[src/rtl/alu_9bit_pkg.sv]
// Shared word type for the 9-bit ALU result path.
package alu_9bit_pkg;
  localparam int WORD_W = 9;
  typedef logic [WORD_W-1:0] word9_t;
endpackage

[src/rtl/fifo_9bit.sv]
// Synchronous FIFO of 9-bit words; a push is visible at dout one cycle later.
// Push is ignored when full and pop is ignored when empty; dout reads 0 while empty.
module fifo_9bit
  import alu_9bit_pkg::*;
#(
  parameter int DEPTH = 2
) (
  input  logic   clk,
  input  logic   rst_n,
  input  logic   push,
  input  logic   pop,
  input  word9_t din,
  output word9_t dout,
  output logic   full,
  output logic   empty
);
  localparam int AW = $clog2(DEPTH);

  // One extra pointer bit separates the full and empty cases when the index bits match.
  logic [AW:0] wr_q, wr_d;
  logic [AW:0] rd_q, rd_d;
  word9_t      mem_q [DEPTH];
  logic        do_push;
  logic        do_pop;

  assign empty   = (wr_q == rd_q);
  assign full    = (wr_q[AW] != rd_q[AW]) && (wr_q[AW-1:0] == rd_q[AW-1:0]);
  assign do_push = push && !full;
  assign do_pop  = pop && !empty;
  assign dout    = empty ? '0 : mem_q[rd_q[AW-1:0]];

  always_comb begin
    wr_d = wr_q;
    rd_d = rd_q;
    if (do_push) wr_d = wr_q + (AW+1)'(1);
    if (do_pop)  rd_d = rd_q + (AW+1)'(1);
  end

  always_ff @(posedge clk or negedge rst_n) begin
    if (!rst_n) begin
      wr_q <= '0;
      rd_q <= '0;
    end else begin
      wr_q <= wr_d;
      rd_q <= rd_d;
    end
  end

  always_ff @(posedge clk) begin
    if (do_push) mem_q[wr_q[AW-1:0]] <= din;
  end
endmodule

[src/rtl/demux_9bit_stream.sv]
// Steers each 9-bit word to output A or B through a per-output FIFO; one cycle in-to-out.
// in_ready drops only when the selected FIFO is full, so a stalled consumer blocks only its own words.
module demux_9bit_stream
  import alu_9bit_pkg::*;
#(
  parameter int DEPTH = 2,
  parameter int CNT_W = 16
) (
  input  logic             clk,
  input  logic             rst_n,
  input  logic             in_valid,
  output logic             in_ready,
  input  word9_t           in_data,
  input  logic             in_select,
  output logic             a_valid,
  input  logic             a_ready,
  output word9_t           a_data,
  output logic             b_valid,
  input  logic             b_ready,
  output word9_t           b_data,
  output logic [CNT_W-1:0] cnt_a,
  output logic [CNT_W-1:0] cnt_b
);
  logic             full_a, empty_a, full_b, empty_b;
  logic             push_a, push_b;
  logic [CNT_W-1:0] cnt_a_q, cnt_a_d;
  logic [CNT_W-1:0] cnt_b_q, cnt_b_d;

  // Ready ignores a same-cycle pop on the target FIFO: no pass-through when full.
  assign in_ready = in_select ? !full_b : !full_a;
  assign push_a   = in_valid && in_ready && !in_select;
  assign push_b   = in_valid && in_ready &&  in_select;
  assign a_valid  = !empty_a;
  assign b_valid  = !empty_b;
  assign cnt_a    = cnt_a_q;
  assign cnt_b    = cnt_b_q;

  fifo_9bit #(.DEPTH(DEPTH)) u_fifo_a (
    .clk   (clk),
    .rst_n (rst_n),
    .push  (push_a),
    .pop   (a_ready),
    .din   (in_data),
    .dout  (a_data),
    .full  (full_a),
    .empty (empty_a)
  );

  fifo_9bit #(.DEPTH(DEPTH)) u_fifo_b (
    .clk   (clk),
    .rst_n (rst_n),
    .push  (push_b),
    .pop   (b_ready),
    .din   (in_data),
    .dout  (b_data),
    .full  (full_b),
    .empty (empty_b)
  );

  always_comb begin
    cnt_a_d = cnt_a_q;
    cnt_b_d = cnt_b_q;
    if (push_a) cnt_a_d = cnt_a_q + CNT_W'(1);
    if (push_b) cnt_b_d = cnt_b_q + CNT_W'(1);
  end

  always_ff @(posedge clk or negedge rst_n) begin
    if (!rst_n) begin
      cnt_a_q <= '0;
      cnt_b_q <= '0;
    end else begin
      cnt_a_q <= cnt_a_d;
      cnt_b_q <= cnt_b_d;
    end
  end
endmodule
[config.mk]
export PLATFORM = sky130hd
export DESIGN_NAME = demux_9bit_stream
export DESIGN_NICKNAME = d
export VERILOG_FILES = /design/src/rtl/alu_9bit_pkg.sv /design/src/rtl/fifo_9bit.sv /design/src/rtl/demux_9bit_stream.sv
export SDC_FILE = /design/constraint.sdc
export NUM_CORES = 1
export LEC_CHECK = 0
export CAP_MARGIN = 15
export CELL_PAD_IN_SITES_DETAIL_PLACEMENT = 0
export CELL_PAD_IN_SITES_GLOBAL_PLACEMENT = 1
export CORE_MARGIN = 1.5
export CORE_UTILIZATION = 44
export CTS_CLUSTER_DIAMETER = 200
export DETAILED_ROUTE_END_ITERATION = 8
export PLACE_DENSITY = 0.83
export SLEW_MARGIN = 20
export SYNTH_ARGS = -nofsm -noshare
export SYNTH_HDL_FRONTEND = slang
export SYNTH_HIERARCHICAL = 1
export SYNTH_SLANG_ARGS = --single-unit
[constraint.sdc]
create_clock -name clk -period 6.5 [get_ports clk]
set_input_delay 0.65 -clock clk [delete_from_list [all_inputs] [get_ports clk]]
set_output_delay 0.65 -clock clk [all_outputs]
set_load 0.005 [all_outputs]
**Word-level counts from Yosys, hierarchy flattened**

Memory sizes are Yosys's and may differ from the RTL's.
Cells that the tools add are included.

- Output and inout bits: 53
- Memory bits (writable): 36
- Register bits: 40
- Word-level logic and storage cells: 41
- Bits of input ports: 15
- Memories: 2
- ROM bits: 0
- Latch bits: 0

Memory list:

| memory | depth | width | read ports | clocked after Yosys merged registers in | write ports | line | text |
|---|---|---|---|---|---|---|---|
| u_fifo_a.mem_q | 2 | 9 | 1 | 0 | 1 | fifo_9bit.sv:22 | `word9_t mem_q [DEPTH];` |
| u_fifo_b.mem_q | 2 | 9 | 1 | 0 | 1 | fifo_9bit.sv:22 |  |

- Multiplexer cells: 7
- Shift operators: 0
- Equal/unequal tests: 6
- Divide/modulo/power cells: 0
- Bitwise logic cells: 0
- Add/sub/neg operators: 6
- Reductions and logical operators: 14
- $mul: 0
- Order comparisons: 0

Operator list:

| operator | number |
|---|---|
| adder 16 x 1 -> 16 bit (second input constant) | 2 |
| 2-to-1 mux 9 bit | 2 |
| logical AND 1 bit | 9 |
| adder 2 x 1 -> 2 bit (second input constant) | 4 |
| zero test 1 bit | 5 |
| 2-to-1 mux 1 bit | 5 |
| == test 2 bit | 2 |
| == test 1 bit | 2 |
| inequality test 1 bit | 2 |

**Depth between registers and ports, before layout**

- Depth in word-level cells: 9
- Mapped depth: 8
- Gate-level depth less buffers: 7

**Hierarchy**

Netlist, hierarchy kept.

Modules (own cells, without submodules):

| module | cells an instance | seq. area each (µm²) | area each (µm²) | times used |
|---|---|---|---|---|
| fifo_9bit | 63 | 640.6 | 923.4 | 2 |
| demux_9bit_stream | 122 | 800.8 | 1432.6 | 1 |

**Worst setup path before layout**

No wires, ideal clock.

- Path kind: register to register
- Start point: reg u_fifo_a.rd_q[0]
- End point: mem u_fifo_a/mem_q[1][0] (netlist name) (enable)
- Path buffers: 1
- Arrival: 1907 ps
- Data required time: 6122 ps
- Setup time: 378 ps
- Clock period less this slack: 2285 ps
- Slack: 4215 ps
- Stages on the path, launching flop included: 7
- Cell sequence: dfrtp_1 -> buf_2 -> xor2_1 -> nor2_1 -> nor3b_4 -> nand2_1 -> a21oi_1

- Word-level cells in the longest chain between the ends: 9

Ends and longest elaborated chain:

| what | line | text |
|---|---|---|
| from (decl) | fifo_9bit.sv:21 | `logic [AW:0] rd_q, rd_d;` |
| from (signal assigned) | fifo_9bit.sv:45 | `rd_q <= rd_d;` |
| == test 1 bit | fifo_9bit.sv:27 | `assign full = (wr_q[AW] != rd_q[AW]) && (wr_q[AW-1:0] == rd_q[AW-1:0]);` |
| logical AND 1 bit | fifo_9bit.sv:27 |  |
| named net full_a | demux_9bit_stream.sv:24 | `logic full_a, empty_a, full_b, empty_b;` |
| zero test 1 bit | demux_9bit_stream.sv:30 | `assign in_ready = in_select ? !full_b : !full_a;` |
| 2-to-1 mux 1 bit | demux_9bit_stream.sv:30 |  |
| logical AND 1 bit (2 in a row) | demux_9bit_stream.sv:31 | `assign push_a = in_valid && in_ready && !in_select;` |
| named net push_a | demux_9bit_stream.sv:25 | `logic push_a, push_b;` |
| logical AND 1 bit | fifo_9bit.sv:28 | `assign do_push = push && !full;` |
| 2-to-1 mux 1 bit | fifo_9bit.sv:50 | `if (do_push) mem_q[wr_q[AW-1:0]] <= din;` |
| 2-to-1 mux 1 bit (not written as such) | fifo_9bit.sv:50 |  |
| to (decl) | fifo_9bit.sv:22 |  |

The timed path passes the listed nets, and every way through them passes these cells.

**Final worst setup path**

- Start point: reg u_fifo_a.rd_q[0]
- End point: mem u_fifo_a/mem_q[1][8] (netlist name) (enable)

The elaborated chain is that of the path after synthesis.

==> impl_metrics.ini <==
[run_status]
outcome = finished, final reports clean

[timing]
drv_slew = 0
skew_ps = 6.55
tightest_slew_ps = 908
max_freq_mhz = 328
min_period_ps = 3040
period_share = 0.468
rsz0062_at_grt = no
tns_ps = 0
hold_violations = 0
setup_viol = 0
slew_headroom = 0.395
hold_ws_ps = 428

[flow_run]
maxCapViolCount = 0

[floorplan]
dieWidth_um = 89.3
rows = 31
fp.dieArea_um2 = 7980
ios = 68
die_h_um = 89.3
core_um2 = 7210
start_util = 0.455

[cells_and_area]
area_delta_synth_final_pct = 28.1
drive_gt1_frac = 0.0703
diodes = 0
fillCellCount = 625
fin_nets = 339

[yosys]
yosysTopAreaCell = edfxtp_1
synth_common_cells = 40 x dfrtp_1, 36 x edfxtp_1, 28 x nor2_1, 27 x mux2i_1
synthDistinctLibCells = 29
syn_nets = 265
ys.flop_type = dfrtp_1
synth_warnings = 6
synthArstFlopShare = 0.526
ys_ff_latch = 76
synth.most_common_cell = dfrtp_1
postSynthCellCount = 248
yosysTopAreaCellShare = 0.330
synth_edf_count = 36
yosys-top-cells-area = edfxtp_1 33%, dfrtp_1 31%, mux2i_1 8.2%
netlist_area_um2 = 3280
syn_area_per_cell_um2 = 13.2
seq_area_frac_synth = 0.635

[place]
io_buffers = 67
gp_congestion = 0.774
place_hpwl_um = 4370

[detailed_routing]
wl_per_cell_um = 14.7
vias = 2143
remaining_drc_errors = 0
drt-total-wl_um = 6270
drtPass1Iterations = 4
avgViaCountPerCell = 5.03
drtAntennaViolNets = 0
drtIter0Drc = 87

[clocking]
clockRootBuffer = clkbuf_8
path_clk_slew_ps = 70
cts_resized = 0
postCtsSetupRepairBufs = 0
cts.sinks = 76
postCtsHoldBufs = 0
h-tree-depth = 3
cts_buffers = 9
worstSkewPairLatency_ps = 340
cts_buffer_depth = 2
cts_tree = done

[critical_path]
startpoint_type = flop
endpoint_kind = flop
crit_arrival_ps = 3000
path_class = flop to flop
cp.required_ps = 6460
worst-path-max-fanout = 17
r2r_setup_slack_ps = 3460

[power]
p_per_area_nw_per_um2 = 410
p_leak_nw = 1.75
irDropWorstVdd_v = 0.000249

[global_routing]
grt_pass1_vias = 2087
grt_max_degree = 41
track_usage = 0.175
grt_antenna_before_repair = 0
grt_pass1_wl_um = 10400
grt_overflow_total = 0

[hold_path]
min_path_type = input port to async pin
-- logic make-up after synthesis --
logic type,Yosys count,share of synthesized area
muxes,30,0.0927
xor gates and xnor gates,36,0.101
DFF,76,0.635
and+or+nand+nor,85,0.135
adders and majority gates,2,0.00763
AOI/OAI and AO/OA,8,0.0153
buffers and inverters,11,0.0141
-- layout by cell type (no fill, tap or decap), types with 2 or more instances in the layout --
cell type,count
and4_1,2
o21ai_0,4
xor2_1,13
clkbuf_1,3
inv_1,7
nand2_1,21
clkbuf_8,9
nand4_1,7
clkinv_1,3
nor2_1,28
o211a_1,2
a21oi_1,2
mux2i_1,27
nor3_2,2
clkdlybuf4s50_1,66
ha_1,2
xnor2_2,2
mux2_2,3
nand2b_1,2
edfxtp_1,36
nand3_1,6
nor2_2,2
and3_1,7
nor4_1,2
dfrtp_1,40
xnor2_1,21
-- per-stage QoR --
step | util | cells | worst slack [ps] | total power (W) | area [µm²]
after floorplan | - | 248 | 4220 | 0.00107 | 3280
after global placement | 0.561 | 410 | 3580 | 0.00143 | 4050
after detailed placement | 0.561 | 410 | 3400 | 0.00144 | 4050
after CTS | 0.582 | 426 | 3380 | 0.00174 | 4200
after global routing | 0.582 | 426 | 3130 | 0.00185 | 4200
final | 0.582 | 426 | 3460 | 0.00172 | 4200
-- critical path, cell delays in order (launching register included) --
cell     delay [ps]
dfrtp_1         810
xor2_1          270
nor2_1          130
nor3b_4         510
nand2_1         190
a21oi_1         740
-- final cells by class --
type | count | area (µm²) | share of cell area
clock buffer | 12 | 135 | 0.0322
multi-input combinational | 161 | 1150 | 0.274
tap | 99 | 124 | 0.0295
clock inverter | 4 | 16.3 | 0.00387
timing repair buffer | 67 | 666 | 0.158
sequential | 76 | 2080 | 0.496
inverter | 7 | 26.3 | 0.00626
-- power by group --
part	switching (W)	total (W)	leakage (nW)	internal (W)
combinational	0.000296	0.000699	0.827	0.000403
sequential	0.000124	0.000729	0.846	0.000605
clock	0.000158	0.000292	0.0769	0.000135
total	0.000577	0.00172	1.75	0.00114
-- registers in the layout (all words and copies together), names as in the netlist --
signal / flops
u_fifo_b/rd_q: 2
u_fifo_a/rd_q: 2
u_fifo_a/wr_q: 2
u_fifo_b/wr_q: 2
u_fifo_a/mem_q: 18
u_fifo_b/mem_q: 18
cnt_a: 16
cnt_b: 16
-- path summary, 6_finish.rpt --
kind,start,to,cells past startpoint
max,u_fifo_a/rd_q[0],u_fifo_a/mem_q[1][8],5
min,rst_n,cnt_a[12],1
max reg2reg,u_fifo_a/rd_q[0],u_fifo_a/mem_q[1][8],5
min reg2reg,cnt_a[15],cnt_a[15],1
max in group asynchronous,rst_n,u_fifo_b/rd_q[0],1
min in group clk,cnt_a[15],cnt_a[15],1
-- layer usage --
layer / vias to the layer above / track usage / wire, µm
li1: 1017 / - / -
met1: 1037 / 0.249 / 3000
met2: 79 / 0.265 / 2780
met3: 10 / 0.0323 / 371
met4: 0 / 0.0727 / 110
met5: - / 0 / 0
Note: power is estimated with default switching activity, not from simulation.
==> RTL edit 1, RTL diff (same flow settings) <==
The package constant `WORD_W` goes from 9 to 11.
--- a/src/rtl/alu_9bit_pkg.sv
+++ b/src/rtl/alu_9bit_pkg.sv
@@ -1,5 +1,5 @@
 // Shared word type for the 9-bit ALU result path.
 package alu_9bit_pkg;
-  localparam int WORD_W = 9;
+  localparam int WORD_W = 11;
   typedef logic [WORD_W-1:0] word9_t;
 endpackage
Ports: changed (resized a_data, b_data and in_data); port bits go from 68 to 74. No check against the original RTL was run, so the function may have changed too.
==> RTL edit 1 against the unedited design <==
Power rose by 18%. Sequential cell count rose by 8. Sequential share of layout area rose by 0.38 points. Synthesized cell count rose by 7.3%. Setup slack got worse by 400 ps. Final area rose by 11%. Clock skew barely moved. Wire length rose by 15%. Global-route usage rose by 0.30 points. Area after synthesis rose by 9.7%. Sequential power rose by 10%. Cell count rose by 5.9%. Critical endpoint is now a_data[7]. Largest power group unchanged.
==> RTL edit 1: results (changes against the unedited design) <==
{| class="wikitable"
! Metric !! Value
|-
| Max stage delay on crit path || 880 ps (+70 ps)
|-
| Status || complete, no violations
|-
| Final routed wire length divided by cell count || 15.96 um (+8.5%)
|-
| Count of yosys warnings during synthesis || 6 (unchanged)
|-
| Clock transition at path regs || 90 ps (+20 ps)
|-
| Post-DP HPWL || 5.141 mm (+18%)
|-
| Least-Margin Pin Slew || 1144 ps (+236.6 ps)
|-
| Signal arrival time at the worst endpoint || 2800 ps (-200 ps)
|-
| Met3 routed WL || 354 um (-4.6%)
|-
| Placed standard-cell area || 4403 um^2 (+8.7%)
|-
| Critical path capture point || a_data[7]
|-
| Kind of critical path || reg2out
|-
| Met3 Track Usage GR || 0.03415 (+0.001829)
|-
| Worst clock skew || 6.881 ps (+0.3360 ps)
|-
| Final clock period utilization by the worst path || 0.5304 (+0.06194)
|-
| Iter 0 DRT Violations || 97 (+11%)
|-
| Met1 wire length || 3.273 mm (+9.0%)
|-
| Top post-synthesis cells by area || sky130_fd_sc_hd__edfxtp_1, sky130_fd_sc_hd__dfrtp_1, sky130_fd_sc_hd__mux2i_1
|-
| Placer congestion estimate || 0.7816 (+0.93%)
|-
| Leakage power of the design || 1.918 nW (+9.6%)
|-
| Post-synth EDFFs || 44 (+22%)
|-
| Number of distinct library cells after synthesis || 30 (+3.4%)
|-
| Total nets after synthesis || 285 (+7.5%)
|-
| Gate family responsible for the most delay along the worst path || simple AND/OR/NAND/NOR gates
|-
| Count of fill cells added during filler insertion || 631 (+0.96%)
|-
| Global-route track usage on met2 || 0.2917 (+0.02714)
|-
| Leading post-synthesis cells by instance count || sky130_fd_sc_hd__edfxtp_1, sky130_fd_sc_hd__dfrtp_1, sky130_fd_sc_hd__nor2_1, sky130_fd_sc_hd__mux2i_1
|-
| Met1 demand-to-capacity share in global routing || 0.2298 (-0.01872)
|-
| Met2 wire length || 3.501 mm (+26%)
|-
| Detailed-route via count || 2286 (+6.7%)
|-
| Endpoint of the most critical register-to-register path || u_fifo_a/mem_q[1][7]
|-
| Global-route wire length before repair || 11.61 mm (+11%)
|-
| Async S/R FF share, synth || 0.4762 (-0.05013)
|-
| Worst R2R Setup Slack || 3260 ps (-200 ps)
|-
| All-Layer GR Usage || 0.1779 (+0.003036)
|-
| Net count of the finished layout || 363 (+7.1%)
|-
| Seq/Total Area, Yosys || 0.6456 (+0.01069)
|-
| Layout cell share with drive strength beyond 1 || 0.07736 (+0.007028)
|-
| Crit-path max FO || 19 (+2)
|-
| Worst VDD drop || 0.0003109 V (+25%)
|-
| Count of port buffers added during placement || 73 (+9.0%)
|}
-- RTL edit 1: cell types whose count changed after synthesis, sizes merged --
| cell | before | now |
|---|---|---|
| buf | 4 | 6 |
| edfxtp | 36 | 44 |
| mux2i | 27 | 31 |
| nor2 | 30 | 34 |
-- RTL edit 1: power by group --
part           leakage [nW]  total, W  switching, W  internal [W]
clock network         0.116  0.000448      0.000190      0.000258
logic                 0.883  0.000788      0.000339      0.000449
registers             0.919  0.000803      0.000131      0.000672
total                  1.92   0.00204      0.000661       0.00138
-- RTL edit 1: through the flow --
step,utilization,hold WS [ps],std cells
2_1_floorplan,-,354.4,266
3_3_place_gp,0.5639,459.8,435
3_5_place_dp,0.5639,464.5,435
4_1_cts,0.5955,437.8,451
5_1_grt,0.5955,477.6,451
6_report,0.5955,415.1,451
-- RTL edit 1: worst register-to-register path: cells and delay by family (launching register included) --
family | cells | cell delay (ps)
AO/OA/AOI/OAI | 1 | 910
AND/OR/NAND/NOR | 3 | 830
XOR/XNOR | 1 | 250
flip-flops | 1 | 880
-- RTL edit 1: area by class of cell --
class,instances,area (um^2),area share
inverter,7,26.28,0.005651
multi-input combinational,169,1201,0.2583
sequential,84,2322,0.4995
clock inverter,7,122.6,0.02637
clock buffer,9,123.9,0.02664
timing repair buffer,73,725.7,0.1561
tap,102,127.6,0.02745
-- RTL edit 1: cell families after synthesis --
logic type	count (synthesis)	share of synthesized area
AND/OR/NAND/NOR	89	0.1256
AO/OA/AOI/OAI	8	0.01391
XOR/XNOR	36	0.09183
flip-flops	84	0.6456
adder cells (fa/ha/maj)	2	0.006955
multiplexers	34	0.09565
buffers and inverters	13	0.02052
==> RTL edit 2, RTL diff (same flow settings) <==
Without the edit above. Register the output `cnt_a` once more, without a reset; this adds one clock of latency there. The other outputs are not delayed to match.
--- a/src/rtl/demux_9bit_stream.sv
+++ b/src/rtl/demux_9bit_stream.sv
@@ -33,5 +33,7 @@
   assign a_valid  = !empty_a;
   assign b_valid  = !empty_b;
-  assign cnt_a    = cnt_a_q;
+  always_ff @(posedge clk) begin
+    cnt_a <= cnt_a_q;
+  end
   assign cnt_b    = cnt_b_q;
 
Behaviour: not the same (a bounded check fails within 4 cycles, from zero or initial values and one cycle with rst_n low).
==> RTL edit 2 against the unedited design <==
Critical path depth is 1 lower. Final area is 9.5% higher. Via count is 3.2% higher. Highest routed layer unchanged. Core utilization is 0.39 points higher. Area after synthesis is 10% higher. Power is 12% higher. Sequential cell count is 16 higher. Setup slack better by 82 ps. Wire length is 0.96% higher. Hold slack worse by 22 ps. Die area is 10% higher. Sequential share of layout area is 2.7 points higher.
==> RTL edit 2: results (changes against the unedited design) <==
{| class="wikitable"
! Metric !! Value
|-
| Endpoint of the most critical register-to-register path || u_fifo_a/mem_q[1][2]
|-
| Max stage delay on crit path || 780 ps (-30 ps)
|-
| Detailed-route via count || 2212 (+3.2%)
|-
| Worst VDD drop || 0.0002117 V (-15%)
|-
| Clock Tree Buf Depth || 2 (unchanged)
|-
| Status || complete, no violations
|-
| Async S/R FF share, synth || 0.4348 (-0.09153)
|-
| Layout cell share with drive strength beyond 1 || 0.09412 (+0.02378)
|-
| Seq/Total Area, Yosys || 0.6630 (+0.02811)
|-
| Total nets after synthesis || 278 (+4.9%)
|-
| Drt first pass iters || 4 (unchanged)
|-
| Global-route wire length before repair || 10.14 mm (-2.7%)
|-
| Worst hold margin || 406.1 ps (-22.24 ps)
|-
| Crit-path slowest cell || sky130_fd_sc_hd__dfrtp_1
|-
| Final routed wirelength across all metal layers || 6.325 mm (+0.96%)
|-
| Largest net degree at the start of global routing || 41 (unchanged)
|-
| Library cell with the largest summed area after synthesis || sky130_fd_sc_hd__edfxtp_1
|-
| Root Buffer Master || sky130_fd_sc_hd__clkbuf_8
|-
| Clock transition at path regs || 90 ps (+20 ps)
|-
| Leakage power of the design || 1.934 nW (+11%)
|-
| Max transition margin || 0.3715 (-0.02339)
|-
| Placer congestion estimate || 0.7732 (-0.15%)
|-
| Iter 0 DRT Violations || 58 (-33%)
|-
| All-Layer GR Usage || 0.1539 (-0.02097)
|-
| Leading post-synthesis cells by instance count || sky130_fd_sc_hd__dfrtp_1, sky130_fd_sc_hd__edfxtp_1, sky130_fd_sc_hd__mux2i_1, sky130_fd_sc_hd__nor2_1, sky130_fd_sc_hd__nand2_1
|-
| Worst R2R Setup Slack || 3630 ps (+170 ps)
|-
| Antenna fix cells || 0 (unchanged)
|-
| Net count of the finished layout || 352 (+3.8%)
|-
| R2r worst-path depth || 5 (unchanged)
|-
| Number of global-route vias before repair || 2044 (-2.1%)
|-
| Top post-synthesis cells by area || sky130_fd_sc_hd__edfxtp_1, sky130_fd_sc_hd__dfrtp_1, sky130_fd_sc_hd__dfxtp_1
|-
| Post-synth EDFFs || 36 (unchanged)
|-
| Number of CTS-inserted buffers || 9 (unchanged)
|-
| H-tree lvl count || 3 (unchanged)
|-
| Count of port buffers added during placement || 67 (unchanged)
|-
| Count of fill cells added during filler insertion || 682 (+9.1%)
|-
| Post-DP HPWL || 4.496 mm (+3.0%)
|-
| Number of distinct library cells after synthesis || 31 (+6.9%)
|-
| Later-pin clock latency in the skew report || 350 ps
|-
| Gate family responsible for the most delay along the worst path || flip-flops
|-
| Worst clock skew || 16.98 ps (+10.43 ps)
|-
| Number of post-CTS setup repair buffers || 0 (unchanged)
|-
| Residual antenna-violating net count after detailed routing || 0 (unchanged)
|}
RTL edit 2: through the flow:
stage	setup slack [ps]	std cells	cell area (um^2)
final	3537	442	4599
after global routing	3311	442	4599
after CTS	3467	442	4599
after detailed placement	3570	426	4397
after global placement	3604	426	4397
after floorplan	4266	261	3623
RTL edit 2: final cells by class:
class                   instances  area, um^2  share of cell area
inverters                       5       18.77            0.004081
multi-input cells             160        1182              0.2571
well taps                     102       127.6             0.02775
flip-flops and latches         92        2402              0.5223
clock buffers                  11       141.4             0.03074
clock inverters                 5       61.31             0.01333
repair buffers                 67       665.6              0.1447
RTL edit 2: worst register-to-register path: stages, from the launching register on:
cell                      delay, ps
sky130_fd_sc_hd__dfrtp_1        780
sky130_fd_sc_hd__xor2_1         270
sky130_fd_sc_hd__nor2_1         130
sky130_fd_sc_hd__nor3b_4        450
sky130_fd_sc_hd__nand2_1        180
sky130_fd_sc_hd__a21oi_1        700
RTL edit 2: cell families (layout without fill, tap and decap cells):
kind of cell               Yosys count  after routing  synth area share
muxes                               29             29           0.08115
AOI/OAI and AO/OA                    9              9           0.01658
and+or+nand+nor                     84             84            0.1305
DFF                                 92             92            0.6630
xor gates and xnor gates            36             36           0.09116
adders and majority gates            2              2          0.006905
buffers and inverters                9             88           0.01071
RTL edit 2: worst max path at each step:
stage | startpoint | to | slack (ps) | cells past startpoint
final | u_fifo_a/rd_q[0] | a_data[5] | 3540 | 4
after global routing | u_fifo_b/rd_q[0] | b_data[1] | 3310 | 4
after CTS | u_fifo_b/rd_q[0] | b_data[3] | 3470 | 4
after detailed placement | in_valid | u_fifo_a/mem_q[1][6] | 3570 | 4
after global placement | in_valid | u_fifo_a/mem_q[1][2] | 3600 | 4
after floorplan | u_fifo_a/rd_q[0] | u_fifo_a/mem_q[1][0] | 4270 | 6
RTL edit 2: layer usage:
layer	wire [um]	vias up	track usage
li1	-	1071	-
met1	2966	1053	0.2076
met2	2915	76	0.2361
met3	312	12	0.03641
met4	129	0	0.06965
met5	0	-	0
RTL edit 2: power breakdown:
| part | switching (W) | internal (W) |
|---|---|---|
| sequential | 0.000126 | 0.000719 |
| combinational | 0.000296 | 0.000409 |
| clock | 0.000193 | 0.000190 |
| total | 0.000615 | 0.00132 |
